### src/rtl/mole_game_ctrl.sv
// Whack-a-mole round controller: sequences the random generator (reset, seed,
// warm-up, play), counts hits and misses, and runs the round countdown.
module mole_game_ctrl #(
    parameter int GAME_SECONDS = 30,
    parameter int WARM_CYCLES  = 480
) (
    input  logic       CLOCK_50,
    input  logic       reset,
    input  logic       start,
    input  logic       tick_1hz,
    input  logic [7:0] mole,
    input  logic [7:0] hit,
    output logic       Rreset,
    output logic       Rload_lfsr,
    output logic       Rshift,
    output logic       Rspeed,
    output logic [7:0] score,
    output logic [7:0] misses,
    output logic [5:0] time_left,
    output logic       busy,
    output logic       game_over
);

    localparam logic [2:0] ST_INIT = 3'd0;
    localparam logic [2:0] ST_IDLE = 3'd1;
    localparam logic [2:0] ST_SEED = 3'd2;
    localparam logic [2:0] ST_WARM = 3'd3;
    localparam logic [2:0] ST_PLAY = 3'd4;
    localparam logic [2:0] ST_DONE = 3'd5;

    localparam logic [5:0] GAME_TIME = 6'(GAME_SECONDS);
    localparam logic [9:0] WARM_LAST = 10'(WARM_CYCLES - 1);

    logic [2:0] state_r;
    logic [2:0] state_s;
    logic       start_q_r;
    logic [7:0] hit_q_r;
    logic [9:0] warm_cnt_r;
    logic       start_rise_s;
    logic [7:0] hit_rise_s;
    logic       final_tick_s;

    function automatic logic [3:0] popcount8(input logic [7:0] v);
        logic [3:0] c;
        c = 4'd0;
        for (int i = 0; i < 8; i++) begin
            c = c + {3'b000, v[i]};
        end
        return c;
    endfunction

    function automatic logic [7:0] sat_add8(input logic [7:0] a, input logic [3:0] b);
        logic [8:0] s;
        s = {1'b0, a} + {5'd0, b};
        return s[8] ? 8'hFF : s[7:0];
    endfunction

    assign start_rise_s = start & ~start_q_r;
    assign hit_rise_s   = hit & ~hit_q_r;
    assign final_tick_s = tick_1hz && (time_left == 6'd1);

    // Next-state selection
    always_comb begin
        state_s = state_r;
        case (state_r)
            ST_INIT: state_s = ST_IDLE;
            ST_IDLE: begin
                if (start_rise_s) state_s = ST_SEED;
                else              state_s = ST_IDLE;
            end
            ST_SEED: state_s = ST_WARM;
            ST_WARM: begin
                if (warm_cnt_r == 10'd0) state_s = ST_PLAY;
                else                     state_s = ST_WARM;
            end
            ST_PLAY: begin
                if (final_tick_s) state_s = ST_DONE;
                else              state_s = ST_PLAY;
            end
            ST_DONE: begin
                if (start_rise_s) state_s = ST_SEED;
                else              state_s = ST_DONE;
            end
            default: state_s = ST_INIT;
        endcase
    end

    // State, edge-detect history and warm-up counter
    always_ff @(posedge CLOCK_50 or posedge reset) begin
        if (reset) begin
            state_r    <= ST_INIT;
            start_q_r  <= 1'b0;
            hit_q_r    <= 8'h00;
            warm_cnt_r <= 10'd0;
        end else begin
            state_r   <= state_s;
            start_q_r <= start;
            hit_q_r   <= hit;
            if (state_r == ST_SEED)                         warm_cnt_r <= WARM_LAST;
            else if (state_r == ST_WARM && warm_cnt_r != 10'd0) warm_cnt_r <= warm_cnt_r - 10'd1;
            else                                            warm_cnt_r <= warm_cnt_r;
        end
    end

    // Strobes decoded from the upcoming state so they line up with state_r
    always_ff @(posedge CLOCK_50 or posedge reset) begin
        if (reset) begin
            Rreset     <= 1'b1;
            Rload_lfsr <= 1'b0;
            Rshift     <= 1'b0;
            Rspeed     <= 1'b0;
            busy       <= 1'b0;
            game_over  <= 1'b0;
        end else begin
            Rreset     <= (state_s == ST_INIT);
            Rload_lfsr <= (state_s == ST_SEED);
            Rshift     <= (state_s == ST_WARM) || (state_s == ST_PLAY);
            Rspeed     <= (state_s == ST_PLAY);
            busy       <= (state_s == ST_SEED) || (state_s == ST_WARM) || (state_s == ST_PLAY);
            game_over  <= (state_s == ST_DONE);
        end
    end

    // Round counters; a hit landing with the final tick is still credited
    always_ff @(posedge CLOCK_50 or posedge reset) begin
        if (reset) begin
            score     <= 8'h00;
            misses    <= 8'h00;
            time_left <= 6'd0;
        end else if ((state_r == ST_IDLE || state_r == ST_DONE) && start_rise_s) begin
            score     <= 8'h00;
            misses    <= 8'h00;
            time_left <= GAME_TIME;
        end else if (state_r == ST_PLAY) begin
            score  <= sat_add8(score, popcount8(hit_rise_s & mole));
            misses <= sat_add8(misses, popcount8(hit_rise_s & ~mole));
            if (tick_1hz && time_left != 6'd0) time_left <= time_left - 6'd1;
            else                               time_left <= time_left;
        end else begin
            score     <= score;
            misses    <= misses;
            time_left <= time_left;
        end
    end

endmodule

### config.mk
export PLATFORM = sky130hd
export DESIGN_NAME = mole_game_ctrl
export DESIGN_NICKNAME = d
export VERILOG_FILES = /design/src/rtl/mole_game_ctrl.sv
export SDC_FILE = /design/constraint.sdc
export NUM_CORES = 1
export LEC_CHECK = 0
export CELL_PAD_IN_SITES_DETAIL_PLACEMENT = 1
export CELL_PAD_IN_SITES_GLOBAL_PLACEMENT = 2
export CORE_MARGIN = 1
export CORE_UTILIZATION = 34
export DETAILED_ROUTE_END_ITERATION = 10
export GPL_TIMING_DRIVEN = 1
export PLACE_DENSITY_LB_ADDON = 0.1
export SLEW_MARGIN = 5
export SYNTH_ARGS = -nofsm -noshare
export SYNTH_HDL_FRONTEND = slang
export SYNTH_SLANG_ARGS = --single-unit
export TNS_END_PERCENT = 30
### constraint.sdc
create_clock -name CLOCK_50 -period 4.03 [get_ports CLOCK_50]
set_input_delay 0.806 -clock CLOCK_50 [delete_from_list [all_inputs] [get_ports CLOCK_50]]
set_output_delay 0.806 -clock CLOCK_50 [all_outputs]
set_load 0.005 [all_outputs]
==> results.yml <==
sta:
  tns_ps: 0
  finClkSkew_ps: 9.90
  min_period_over_period_pct: 96.9
  worst_slew_pin_slew_ps: 926
  max_slew_margin_pct: 38.2
  period_minus_slack_ps: 3900
  slew_violations: 0
  final_hold_viol_count: 0
  finalSetupViolCount: 0
  fmax_mhz: 256
worst_setup_path:
  critPathSlowestCell: "fa_1"
  cp-start-kind: "input pin"
  worst-r2r-setup-slack_ps: 350
  critical_path_buf_inv_count: 2
  cp_max_fo: 3
  criticalPathCategory: "in -> reg"
  cp.required_ps: 4220
  critPathArrivalTime_ps: 4090
  cp_cell_sequence: "clkdlybuf4s50_1 > or3b_4 > fa_1 > inv_2 > fa_1 > fa_2 > fa_2 > nand3_4 > nand3_2 > nor4_2 > nor3_1"
  crit_path_end_kind: "register"
  slowest_delay_ps: 570
  cp_top_family: "adder cells"
layout:
  drive_gt1_share_pct: 17.6
  final_core_util_pct: 46.1
  diodes: 0
  syn_to_final_growth_pct: 31.4
  nets: 379
global_route:
  grt_pass1_wl_mm: 12.2
  grt_max_degree: 43
  grt_pass1_vias: 2409
  grt.total_usage_pct: 17.6
  antenna_found_initial: 0
  gr-total-overflow: 0
detailed_routing:
  ant_nets: 0
  dr.first_iter.drc_count: 60
  drcViolationCount: 0
  wirelength_mm: 7.15
  drtPass1Iterations: 4
  avgViaCountPerCell: 5.35
  vias: 2353
  routedWlPerCell_microns: 16.3
job:
  cap_violations: 0
cts:
  cts_sinks: 50
  clk_latency_ps: 310
  clkSlewWorstSetupHoldPaths_ps: 100
  cts_tree: "done"
  cts_buffers: 5
  cts_buffer_depth: 2
  root_buffer: "clkbuf_8"
  htreeDepth: 2
floorplanning:
  ios: 48
  fp-row-count: 33
  start_util_pct: 35.1
  core-area_sq_um: 8180
  die_area_sq_um: 8820
  fp.dieW_microns: 93.9
  fp.dieH_microns: 93.9
placed_design:
  portBuffers: 47
  gp_congestion: 0.757
  dp_hpwl_mm: 5.18
power:
  leakagePower_nw: 1.63
  ir_worst_vdd_mv: 0.190
  powerDensity_nw_per_um2: 426
logic_synthesis:
  syn_avg_cell_area_sq_um: 10.3
  async_flop_share_pct: 100
  yosys-top-cells-count: "dfrtp_1 (49), nand3_1 (19), nand2_1 (18)"
  synth_cells: 280
  ys_seq_area_share_pct: 43.6
  synth_top_cell_by_area: "dfrtp_1"
  synth-seq-cells: 50
  yosysUniqueCellTypes: 49
  synth_top_area_share_pct: 42.7
  netlist_area_sq_um: 2870
  yosys_warnings: 0
  synth_most_common_cell: "dfrtp_1"
  synthFlopType: "dfrtp_1"
  synth_edf_count: 0
  synthTopCellsByArea: "dfrtp_1 (43%), fa_1 (7.0%), ha_1 (6.5%), nand3_1 (3.3%), a21oi_1 (3.0%)"
  synthesis.nets: 325
run_status:
  status: "finished, final reports clean"
min_path:
  hold_class: "reg -> reg"
## metal layers
metal	wire, microns	vias to the layer above	GRT usage (%)
li1	-	1130	-
met1	3620	1183	25.6
met2	3220	34	27.3
met3	246	6	3.07
met4	58	0	3.85
met5	0	-	0
## sequential cells by signal, summed over array words and instances (netlist names)
| signal | cells |
|---|---|
| Rload_lfsr | 1 |
| Rreset | 1 |
| misses | 8 |
| warm_cnt_r | 10 |
| time_left | 6 |
| Rshift | 1 |
| game_over | 1 |
| score | 8 |
| start_q_r | 1 |
| state_r | 3 |
| busy | 1 |
| Rspeed | 1 |
| hit_q_r | 8 |
## stage by stage
stage	hold WS (ps)	setup slack (ps)	instances	instance area, sq um	power, mW
final	522	126	440	3770	1.61
after global routing	551	-2.35	440	3770	1.73
after CTS	513	21.3	441	3740	1.62
after detailed placement	498	-725	432	3510	1.16
after floorplan	463	-21.2	280	2880	0.966
after global placement	493	-670	432	3510	1.15
## cell usage in the layout (no fill, tap or decap), drive strengths merged, types with 3 or more instances in the layout
| cell type | count |
|---|---|
| a211o | 3 |
| a211oi | 5 |
| a21oi | 17 |
| a2bb2oi | 3 |
| a31oi | 8 |
| and3b | 7 |
| buf | 10 |
| clkbuf | 10 |
| clkdlybuf4s50 | 43 |
| dfrtp | 49 |
| fa | 10 |
| ha | 15 |
| inv | 14 |
| nand2 | 18 |
| nand2b | 4 |
| nand3 | 19 |
| nand3b | 5 |
| nor2 | 11 |
| nor3 | 9 |
| nor3b | 10 |
| nor4 | 5 |
| o211ai | 3 |
| o21ai | 9 |
| o31ai | 3 |
| or2 | 3 |
| or3 | 3 |
| or3b | 4 |
| or4 | 3 |
| xnor2 | 4 |
## final timing paths
kind,start,to,cells after the start
min in group asynchronous,reset,hit_q_r[2],2
setup / recovery,hit[4],misses[7],11
hold reg to reg,warm_cnt_r[0],warm_cnt_r[0],1
setup reg to reg,hit_q_r[2],score[5],12
max in group asynchronous,reset,hit_q_r[3],3
hold / removal,warm_cnt_r[0],warm_cnt_r[0],1
## report_power, final
| part | total [mW] | internal [mW] | switching, mW |
|---|---|---|---|
| combinational | 0.469 | 0.250 | 0.218 |
| clock | 0.443 | 0.265 | 0.178 |
| sequential | 0.695 | 0.590 | 0.105 |
| total | 1.61 | 1.11 | 0.501 |
## cells by family (layout without fill, tap and decap cells)
kind of cell / count (synthesis) / in the layout / share of synthesized area (%)
AO/OA/AOI/OAI: 60 / 60 / 13.5
buffers and inverters: 24 / 79 / 3.44
XOR/XNOR: 6 / 6 / 1.83
multiplexers: 1 / 1 / 0.349
flip-flops: 50 / 50 / 43.6
AND/OR/NAND/NOR: 114 / 114 / 23.7
adder cells (fa/ha/maj): 25 / 25 / 13.5
## timing repair
item	CTS	global route
buffers inserted	1	0
gates cloned	0	0
gates resized for setup	22	23
setup endpoints to repair	16	14
hold buffers	0	0
pin swaps	14	21
## area by class of cell
| cell class | count | area [sq um] |
|---|---|---|
| clock buffer | 6 | 82.6 |
| tap | 105 | 131 |
| fill | 875 | 4400 |
| timing repair buffer | 57 | 529 |
| multi-input combinational | 206 | 1660 |
| inverter | 14 | 52.6 |
| sequential | 50 | 1250 |
| clock inverter | 2 | 60.1 |
No activity file was read; power rests on OpenSTA's default activity.
